## config.mk

```make
export PLATFORM = sky130hd
export DESIGN_NAME = uart_cmd_ctrl_flat
export DESIGN_NICKNAME = d
export VERILOG_FILES = /design/src/rtl/uart_cmd_ctrl_if.sv /design/src/rtl/uart_cmd_ctrl.sv /design/src/flat_wrapper.sv
export SDC_FILE = /design/constraint.sdc
export NUM_CORES = 1
export LEC_CHECK = 0
export CORE_MARGIN = 2
export CORE_UTILIZATION = 50
export CTS_CLUSTER_SIZE = 14
export DETAILED_ROUTE_END_ITERATION = 6
export DONT_BUFFER_PORTS = 1
export GPL_TIMING_DRIVEN = 0
export PLACE_DENSITY = 0.72
export SLEW_MARGIN = 20
export SYNTH_ARGS = -nofsm -noshare
export SYNTH_HDL_FRONTEND = slang
export SYNTH_SLANG_ARGS = --single-unit
```

## constraint.sdc

```tcl
create_clock -name clk -period 2.2 [get_ports clk]
set_clock_uncertainty 0.1 [all_clocks]
set_input_delay 0.55 -clock clk [delete_from_list [all_inputs] [get_ports clk]]
set_output_delay 0.55 -clock clk [all_outputs]
set_load 0.1 [all_outputs]
```

## src/rtl/uart_cmd_ctrl_if.sv

```systemverilog
// Signal bundle between the UART command sequencer and its RX, register-file, ALU and TX-FIFO neighbours.
// The sequencer uses the master modport; the surrounding datapath or bench uses the slave modport.
interface uart_cmd_ctrl_if #(
   parameter int DATA_WIDTH = 8,
   parameter int ADDR_WIDTH = 4
);
   logic [DATA_WIDTH-1:0]   rx_p_data;
   logic                    rx_d_vld;
   logic                    rf_wr_en;
   logic                    rf_rd_en;
   logic [ADDR_WIDTH-1:0]   rf_addr;
   logic [DATA_WIDTH-1:0]   rf_wr_data;
   logic [DATA_WIDTH-1:0]   rf_rd_data;
   logic                    rf_rd_data_vld;
   logic                    alu_en;
   logic [3:0]              alu_fun;
   logic [2*DATA_WIDTH-1:0] alu_out;
   logic                    alu_out_vld;
   logic                    clk_gate_en;
   logic                    fifo_wr_en;
   logic [DATA_WIDTH-1:0]   fifo_wr_data;
   logic                    fifo_full;
   logic                    cmd_err;

   modport master (
      input  rx_p_data, rx_d_vld, rf_rd_data, rf_rd_data_vld, alu_out, alu_out_vld, fifo_full,
      output rf_wr_en, rf_rd_en, rf_addr, rf_wr_data, alu_en, alu_fun, clk_gate_en,
             fifo_wr_en, fifo_wr_data, cmd_err
   );

   modport slave (
      output rx_p_data, rx_d_vld, rf_rd_data, rf_rd_data_vld, alu_out, alu_out_vld, fifo_full,
      input  rf_wr_en, rf_rd_en, rf_addr, rf_wr_data, alu_en, alu_fun, clk_gate_en,
             fifo_wr_en, fifo_wr_data, cmd_err
   );
endinterface

```

## src/rtl/uart_cmd_ctrl.sv

```systemverilog
// Command sequencer behind the UART receiver: decodes RX bytes into register-file, ALU and
// TX-FIFO operations. All outputs are registered.
//
// state    | meaning
// IDLE     | waiting for a command byte
// WR_ADDR  | write frame, waiting for address byte
// WR_DATA  | write frame, waiting for data byte
// RD_ADDR  | read frame, waiting for address byte
// RD_WAIT  | read issued, waiting for rf_rd_data_vld
// ALU_A    | ALU frame, waiting for operand A (stored at addr 0)
// ALU_B    | ALU frame, waiting for operand B (stored at addr 1)
// ALU_FUN  | waiting for function byte
// ALU_WAIT | ALU started, waiting for alu_out_vld
// TX_BYTE0 | pushing first (LSB) response byte
// TX_BYTE1 | pushing second (MSB) response byte
module uart_cmd_ctrl #(
   parameter int                    DATA_WIDTH  = 8,
   parameter int                    ADDR_WIDTH  = 4,
   parameter logic [DATA_WIDTH-1:0] CMD_WR      = 8'hAA,
   parameter logic [DATA_WIDTH-1:0] CMD_RD      = 8'hBB,
   parameter logic [DATA_WIDTH-1:0] CMD_ALU_OP  = 8'hCC,
   parameter logic [DATA_WIDTH-1:0] CMD_ALU_NOP = 8'hDD,
   parameter int                    WAIT_MAX    = 15
) (
   input logic             clk,
   input logic             rst,
   uart_cmd_ctrl_if.master bus
);
   localparam int CNT_W = $clog2(WAIT_MAX + 1);
   // Down-counter covers WAIT_MAX wait cycles; terminal count 0 on the last allowed cycle.
   localparam logic [CNT_W-1:0] CNT_LOAD = CNT_W'(WAIT_MAX - 1);

   typedef enum logic [3:0] {
      IDLE, WR_ADDR, WR_DATA, RD_ADDR, RD_WAIT, ALU_A, ALU_B, ALU_FUN, ALU_WAIT, TX_BYTE0, TX_BYTE1
   } state_t;

   state_t                state_q, state_d;
   logic [CNT_W-1:0]      cnt_q, cnt_d;
   logic [DATA_WIDTH-1:0] tx_lsb_q, tx_lsb_d, tx_msb_q, tx_msb_d;
   logic                  tx_two_q, tx_two_d;
   logic                  rf_wr_en_q, rf_wr_en_d, rf_rd_en_q, rf_rd_en_d;
   logic [ADDR_WIDTH-1:0] rf_addr_q, rf_addr_d;
   logic [DATA_WIDTH-1:0] rf_wr_data_q, rf_wr_data_d;
   logic                  alu_en_q, alu_en_d;
   logic [3:0]            alu_fun_q, alu_fun_d;
   logic                  clk_gate_en_q, clk_gate_en_d;
   logic                  fifo_wr_en_q, fifo_wr_en_d;
   logic [DATA_WIDTH-1:0] fifo_wr_data_q, fifo_wr_data_d;
   logic                  cmd_err_q, cmd_err_d;

   always_ff @(posedge clk or negedge rst) begin
      if (!rst) begin
         state_q        <= IDLE;
         cnt_q          <= '0;
         tx_lsb_q       <= '0;
         tx_msb_q       <= '0;
         tx_two_q       <= 1'b0;
         rf_wr_en_q     <= 1'b0;
         rf_rd_en_q     <= 1'b0;
         rf_addr_q      <= '0;
         rf_wr_data_q   <= '0;
         alu_en_q       <= 1'b0;
         alu_fun_q      <= '0;
         clk_gate_en_q  <= 1'b0;
         fifo_wr_en_q   <= 1'b0;
         fifo_wr_data_q <= '0;
         cmd_err_q      <= 1'b0;
      end else begin
         state_q        <= state_d;
         cnt_q          <= cnt_d;
         tx_lsb_q       <= tx_lsb_d;
         tx_msb_q       <= tx_msb_d;
         tx_two_q       <= tx_two_d;
         rf_wr_en_q     <= rf_wr_en_d;
         rf_rd_en_q     <= rf_rd_en_d;
         rf_addr_q      <= rf_addr_d;
         rf_wr_data_q   <= rf_wr_data_d;
         alu_en_q       <= alu_en_d;
         alu_fun_q      <= alu_fun_d;
         clk_gate_en_q  <= clk_gate_en_d;
         fifo_wr_en_q   <= fifo_wr_en_d;
         fifo_wr_data_q <= fifo_wr_data_d;
         cmd_err_q      <= cmd_err_d;
      end
   end

   always_comb begin
      state_d        = state_q;
      cnt_d          = cnt_q;
      tx_lsb_d       = tx_lsb_q;
      tx_msb_d       = tx_msb_q;
      tx_two_d       = tx_two_q;
      rf_wr_en_d     = 1'b0;
      rf_rd_en_d     = 1'b0;
      rf_addr_d      = rf_addr_q;
      rf_wr_data_d   = rf_wr_data_q;
      alu_en_d       = 1'b0;
      alu_fun_d      = alu_fun_q;
      clk_gate_en_d  = clk_gate_en_q;
      fifo_wr_en_d   = 1'b0;
      fifo_wr_data_d = fifo_wr_data_q;
      cmd_err_d      = 1'b0;

      unique case (state_q)
         IDLE: begin
            if (bus.rx_d_vld) begin
               if (bus.rx_p_data == CMD_WR)           state_d = WR_ADDR;
               else if (bus.rx_p_data == CMD_RD)      state_d = RD_ADDR;
               else if (bus.rx_p_data == CMD_ALU_OP)  state_d = ALU_A;
               else if (bus.rx_p_data == CMD_ALU_NOP) state_d = ALU_FUN;
               else                                   cmd_err_d = 1'b1;
            end
         end
         WR_ADDR: begin
            if (bus.rx_d_vld) begin
               rf_addr_d = bus.rx_p_data[ADDR_WIDTH-1:0];
               state_d   = WR_DATA;
            end
         end
         WR_DATA: begin
            if (bus.rx_d_vld) begin
               rf_wr_data_d = bus.rx_p_data;
               rf_wr_en_d   = 1'b1;
               state_d      = IDLE;
            end
         end
         RD_ADDR: begin
            if (bus.rx_d_vld) begin
               rf_addr_d  = bus.rx_p_data[ADDR_WIDTH-1:0];
               rf_rd_en_d = 1'b1;
               cnt_d      = CNT_LOAD;
               state_d    = RD_WAIT;
            end
         end
         RD_WAIT: begin
            cmd_err_d = bus.rx_d_vld;
            if (bus.rf_rd_data_vld) begin
               tx_lsb_d = bus.rf_rd_data;
               tx_two_d = 1'b0;
               state_d  = TX_BYTE0;
            end else if (cnt_q == '0) begin
               cmd_err_d = 1'b1;
               state_d   = IDLE;
            end else begin
               cnt_d = cnt_q - CNT_W'(1);
            end
         end
         ALU_A, ALU_B: begin
            if (bus.rx_d_vld) begin
               rf_addr_d    = (state_q == ALU_A) ? ADDR_WIDTH'(0) : ADDR_WIDTH'(1);
               rf_wr_data_d = bus.rx_p_data;
               rf_wr_en_d   = 1'b1;
               state_d      = (state_q == ALU_A) ? ALU_B : ALU_FUN;
            end
         end
         ALU_FUN: begin
            if (bus.rx_d_vld) begin
               alu_fun_d     = bus.rx_p_data[3:0];
               alu_en_d      = 1'b1;
               clk_gate_en_d = 1'b1;
               cnt_d         = CNT_LOAD;
               state_d       = ALU_WAIT;
            end
         end
         ALU_WAIT: begin
            cmd_err_d = bus.rx_d_vld;
            if (bus.alu_out_vld) begin
               tx_lsb_d      = bus.alu_out[DATA_WIDTH-1:0];
               tx_msb_d      = bus.alu_out[2*DATA_WIDTH-1:DATA_WIDTH];
               tx_two_d      = 1'b1;
               clk_gate_en_d = 1'b0;
               state_d       = TX_BYTE0;
            end else if (cnt_q == '0) begin
               cmd_err_d     = 1'b1;
               clk_gate_en_d = 1'b0;
               state_d       = IDLE;
            end else begin
               cnt_d = cnt_q - CNT_W'(1);
            end
         end
         TX_BYTE0, TX_BYTE1: begin
            // A full FIFO simply stalls the push; stray RX bytes are dropped meanwhile.
            cmd_err_d = bus.rx_d_vld;
            if (!bus.fifo_full) begin
               fifo_wr_en_d   = 1'b1;
               fifo_wr_data_d = (state_q == TX_BYTE0) ? tx_lsb_q : tx_msb_q;
               state_d        = (state_q == TX_BYTE0 && tx_two_q) ? TX_BYTE1 : IDLE;
            end
         end
         default: state_d = IDLE;
      endcase
   end

   assign bus.rf_wr_en     = rf_wr_en_q;
   assign bus.rf_rd_en     = rf_rd_en_q;
   assign bus.rf_addr      = rf_addr_q;
   assign bus.rf_wr_data   = rf_wr_data_q;
   assign bus.alu_en       = alu_en_q;
   assign bus.alu_fun      = alu_fun_q;
   assign bus.clk_gate_en  = clk_gate_en_q;
   assign bus.fifo_wr_en   = fifo_wr_en_q;
   assign bus.fifo_wr_data = fifo_wr_data_q;
   assign bus.cmd_err      = cmd_err_q;
endmodule

```

## src/flat_wrapper.sv

```systemverilog
// flat-port wrapper written by rule: the top's interface ports become plain ports
module uart_cmd_ctrl_flat 
#(
   parameter int                    DATA_WIDTH  = 8,
   parameter int                    ADDR_WIDTH  = 4,
   parameter logic [DATA_WIDTH-1:0] CMD_WR      = 8'hAA,
   parameter logic [DATA_WIDTH-1:0] CMD_RD      = 8'hBB,
   parameter logic [DATA_WIDTH-1:0] CMD_ALU_OP  = 8'hCC,
   parameter logic [DATA_WIDTH-1:0] CMD_ALU_NOP = 8'hDD,
   parameter int                    WAIT_MAX    = 15
)
  (clk, rst, bus_rx_p_data, bus_rx_d_vld, bus_rf_rd_data, bus_rf_rd_data_vld, bus_alu_out, bus_alu_out_vld, bus_fifo_full, bus_rf_wr_en, bus_rf_rd_en, bus_rf_addr, bus_rf_wr_data, bus_alu_en, bus_alu_fun, bus_clk_gate_en, bus_fifo_wr_en, bus_fifo_wr_data, bus_cmd_err);
  uart_cmd_ctrl_if #(.DATA_WIDTH(DATA_WIDTH), .ADDR_WIDTH(ADDR_WIDTH)) bus_i ();
  input logic clk;
  input logic rst;
  input wire logic [$bits(bus_i.rx_p_data)-1:0] bus_rx_p_data;
  input wire logic [$bits(bus_i.rx_d_vld)-1:0] bus_rx_d_vld;
  input wire logic [$bits(bus_i.rf_rd_data)-1:0] bus_rf_rd_data;
  input wire logic [$bits(bus_i.rf_rd_data_vld)-1:0] bus_rf_rd_data_vld;
  input wire logic [$bits(bus_i.alu_out)-1:0] bus_alu_out;
  input wire logic [$bits(bus_i.alu_out_vld)-1:0] bus_alu_out_vld;
  input wire logic [$bits(bus_i.fifo_full)-1:0] bus_fifo_full;
  output wire logic [$bits(bus_i.rf_wr_en)-1:0] bus_rf_wr_en;
  output wire logic [$bits(bus_i.rf_rd_en)-1:0] bus_rf_rd_en;
  output wire logic [$bits(bus_i.rf_addr)-1:0] bus_rf_addr;
  output wire logic [$bits(bus_i.rf_wr_data)-1:0] bus_rf_wr_data;
  output wire logic [$bits(bus_i.alu_en)-1:0] bus_alu_en;
  output wire logic [$bits(bus_i.alu_fun)-1:0] bus_alu_fun;
  output wire logic [$bits(bus_i.clk_gate_en)-1:0] bus_clk_gate_en;
  output wire logic [$bits(bus_i.fifo_wr_en)-1:0] bus_fifo_wr_en;
  output wire logic [$bits(bus_i.fifo_wr_data)-1:0] bus_fifo_wr_data;
  output wire logic [$bits(bus_i.cmd_err)-1:0] bus_cmd_err;
  assign bus_i.rx_p_data = bus_rx_p_data;
  assign bus_i.rx_d_vld = bus_rx_d_vld;
  assign bus_i.rf_rd_data = bus_rf_rd_data;
  assign bus_i.rf_rd_data_vld = bus_rf_rd_data_vld;
  assign bus_i.alu_out = bus_alu_out;
  assign bus_i.alu_out_vld = bus_alu_out_vld;
  assign bus_i.fifo_full = bus_fifo_full;
  assign bus_rf_wr_en = bus_i.rf_wr_en;
  assign bus_rf_rd_en = bus_i.rf_rd_en;
  assign bus_rf_addr = bus_i.rf_addr;
  assign bus_rf_wr_data = bus_i.rf_wr_data;
  assign bus_alu_en = bus_i.alu_en;
  assign bus_alu_fun = bus_i.alu_fun;
  assign bus_clk_gate_en = bus_i.clk_gate_en;
  assign bus_fifo_wr_en = bus_i.fifo_wr_en;
  assign bus_fifo_wr_data = bus_i.fifo_wr_data;
  assign bus_cmd_err = bus_i.cmd_err;
  uart_cmd_ctrl #(.DATA_WIDTH(DATA_WIDTH), .ADDR_WIDTH(ADDR_WIDTH), .CMD_WR(CMD_WR), .CMD_RD(CMD_RD), .CMD_ALU_OP(CMD_ALU_OP), .CMD_ALU_NOP(CMD_ALU_NOP), .WAIT_MAX(WAIT_MAX)) u_core (.clk(clk), .rst(rst), .bus(bus_i));
endmodule
```

==> flow_summary.toml <==
[setup_path]
critical_path_class = "flop to flop"
path_cells = "buf_2 -> nand2b_1 -> or2_2 -> a21oi_2 -> mux2_2"
cp_slowest_cell = "sky130_fd_sc_hd__a21oi_2"
critical_path.endpoint_type = "flop"
critPathMaxFanout = 10
max_stage_delay_ns = 0.43
worst_setup_path_start_kind = "flop"
worst_ep_required_time_ns = 2.31
cp.arrival_ns = 2.18

[synth]
synth_area_leader_cell = "sky130_fd_sc_hd__dfrtp_1"
synth-seq-cells = 55
gate_count_after_technology_mapping = 250
yosysSeqAreaShare = 0.512
async_reset_ff_frac = 1.00
synthFlopType = "sky130_fd_sc_hd__dfrtp_1"
top_cell_type_s_share_of_synthesized_area = 0.512
syn-cell-area_um2 = 2690
synth.top_cells.by_area = "sky130_fd_sc_hd__dfrtp_1 (51%), sky130_fd_sc_hd__mux2_2 (8.8%), sky130_fd_sc_hd__mux2i_1 (7.8%), sky130_fd_sc_hd__a21oi_1 (4.1%), sky130_fd_sc_hd__nor2_1 (3.9%)"
yosysUniqueCellTypes = 48
synth_nets = 289
synth.top_cells.by_count = "sky130_fd_sc_hd__dfrtp_1 (55), sky130_fd_sc_hd__nor2_1 (28), sky130_fd_sc_hd__a21oi_1 (22)"
synth_enable_flop_cells = 0
synthMostInstantiatedCell = "sky130_fd_sc_hd__dfrtp_1"
yosysWarnings = 0
synthesis.area_per_instance_um2 = 10.7

[layout]
area.sequential_um2 = 1380
area_occupied_by_multi_input_gates_um2 = 1220
ant_diodes = 0
layoutNonFillerInstCount = 330
num-nets-final = 298
filler_cell_count = 459
area_growth_pct = 8.38
stdcell_area_um2 = 2910
final_layout_size_suffix_gt1_frac = 0.165

[timing]
fmax_mhz = 483
final-max-slew-violation-count = 0
min_period_over_period = 0.941
rsz_0062_raised_after_global_routing = "no"
relSlewSlack = 0.381
transition_time_of_the_tightest_slew_check_pin_ns = 0.928
layout_min_cycle_time_ns = 2.07
final.setup.worst_slack_ns = 0.129
totalNegativeSetupSlack_ns = 0
hold_violations = 0
setup-violations-final = 0

[grt]
largest_net_degree_at_the_start_of_global_routing = 56
grt_first_pass_wirelength_um = 9520
antenna_found_initial = 0
grt_use_total = 0.201
via_count_of_the_first_global_routing_pass = 1860
leftover_overflow_at_the_end_of_global_routing = 0

[job]
cap_viol_max_count = 0

[die]
num_rows = 26
die-width_um = 77.3
chipHeight_um = 77.3
fp.coreArea_um2 = 5140
initial_core_util = 0.523
die_area_um2 = 5980
pin_count = 68

[place]
post-place-cells = 320
gpl.final_weighted_congestion = 0.873
dp_slack_ns = 0.0463
port_buffers = 0
placed_area_um2 = 2770
hpwl_um = 4020

[clocking]
tritoncts = "yes"
clk_root_buffer_cell = "sky130_fd_sc_hd__clkbuf_8"
cts_setup_buffers = 0
clock_tree.htree_level_count = 2
worstSkewPairLatency_ns = 0.32
cts_made_buffers = 5
clockBufferDepth = 2
cts.reportedPaths.clkPinSlew_ns = 0.10
total_clock_sinks = 55

[drt]
drt_pre_antenna_iters = 4
drt-initial-drc-count = 140
routed_wire_length_per_instance_um = 17.3
postRouteWirelength_um = 5720
drt-vias-per-instance = 5.85
detail_route.drc_violations = 0
postRouteAntennaNets = 0
vias = 1932

[outcome]
result_of_the_run = "finished, final reports clean"

[worst_hold_path]
min-delay-path-class = "input port to flop"
layer usage:
layer / track usage / wire length [um] / vias up
met4: 0.0446 / 65 / 0
met5: 0 / 0 / -
met2: 0.317 / 2700 / 74
met3: 0.0647 / 451 / 8
met1: 0.272 / 2500 / 939
li1: - / - / 911
metrics by stage:
| stage | util | hold slack, ns |
|---|---|---|
| CTS | 0.564 | 0.210 |
| global placement | 0.540 | 0.156 |
| detailed placement | 0.540 | 0.156 |
| floorplan | - | 0.154 |
| global route | 0.566 | 0.201 |
| finish | 0.566 | 0.214 |
worst paths after layout:
check	startpoint	endpoint	slack (ns)	cells after the start
max in group asynchronous	rst	u_core.tx_lsb_q[1]$_DFFE_PN0P_	1.11	2
hold / removal	bus_rf_rd_data_vld	u_core.tx_two_q$_DFFE_PN0P_	0.21	1
setup / recovery	u_core.state_q[0]$_DFFE_PN0P_	u_core.bus.rf_wr_data[0]$_DFFE_PN0P_	0.13	5
setup reg to reg	u_core.state_q[0]$_DFFE_PN0P_	u_core.bus.rf_wr_data[0]$_DFFE_PN0P_	0.13	5
min in group asynchronous	rst	u_core.bus.cmd_err$_DFF_PN0_	0.63	2
hold reg to reg	u_core.tx_msb_q[4]$_DFFE_PN0P_	u_core.tx_msb_q[4]$_DFFE_PN0P_	0.42	1
final cells by class:
class,count,area share
Timing Repair Buffer,2,0.0129
Multi-Input combinational cell,173,0.419
Sequential cell,55,0.473
Clock buffer,6,0.0249
Tap cell,70,0.0301
Clock inverter,2,0.00559
Buffer,14,0.0249
Inverter,8,0.0103
cell families after synthesis:
group / Yosys count / synth area share
DFF: 55 / 0.512
muxes: 42 / 0.166
xor gates and xnor gates: 5 / 0.0163
buffers and inverters: 22 / 0.0363
adders and majority gates: 1 / 0.00466
and+or+nand+nor: 69 / 0.133
AOI/OAI and AO/OA: 56 / 0.131
worst max-delay path: cells and delay by family (launching register included):
kind,cells,cell delay [ns]
and+or+nand+nor,2,0.43
buffers and inverters,1,0.23
AOI/OAI and AO/OA,1,0.43
muxes,1,0.40
DFF,1,0.36
state kept, by name (all words and copies together), names as in the netlist:
signal and flops:
u_core.bus.clk_gate_en 1, u_core.bus.alu_fun 4, u_core.tx_lsb_q 8, u_core.bus.alu_en 1, u_core.bus.rf_wr_en 1, u_core.bus.rf_addr 4
u_core.cnt_q 4, u_core.state_q 4, u_core.tx_msb_q 8, u_core.tx_two_q 1, u_core.bus.fifo_wr_en 1, u_core.bus.fifo_wr_data 8
u_core.bus.rf_rd_en 1, u_core.bus.rf_wr_data 8, u_core.bus.cmd_err 1
timing repair:
| item | CTS | global route |
|---|---|---|
| resized for setup | 0 | 6 |
| hold endpoints to repair | 55 | 0 |
| hold buffers | 2 | 0 |
| setup endpoints to repair | 0 | 15 |
layout by cell type, fill, tap and decap left out, types with 4 or more instances in the layout:
| cell | netlist | routed |
|---|---|---|
| sky130_fd_sc_hd__mux2_2 | 21 | 21 |
| sky130_fd_sc_hd__dfrtp_1 | 55 | 55 |
| sky130_fd_sc_hd__inv_1 | 8 | 8 |
| sky130_fd_sc_hd__clkbuf_1 | 6 | 5 |
| sky130_fd_sc_hd__nand3_1 | 4 | 4 |
| sky130_fd_sc_hd__mux2i_1 | 21 | 21 |
| sky130_fd_sc_hd__buf_2 | 5 | 4 |
| sky130_fd_sc_hd__nand2b_1 | 7 | 7 |
| sky130_fd_sc_hd__a21oi_1 | 22 | 22 |
| sky130_fd_sc_hd__nor2_1 | 28 | 28 |
| sky130_fd_sc_hd__xnor2_1 | 4 | 4 |
| sky130_fd_sc_hd__o211ai_1 | 5 | 5 |
| sky130_fd_sc_hd__nand2_1 | 8 | 8 |
| sky130_fd_sc_hd__clkbuf_8 | 0 | 5 |
| sky130_fd_sc_hd__o21ai_0 | 9 | 9 |
Power is left out: the tool's default activity adds up to more than one toggle a clock period on the data nets, which glitch-free logic cannot reach.
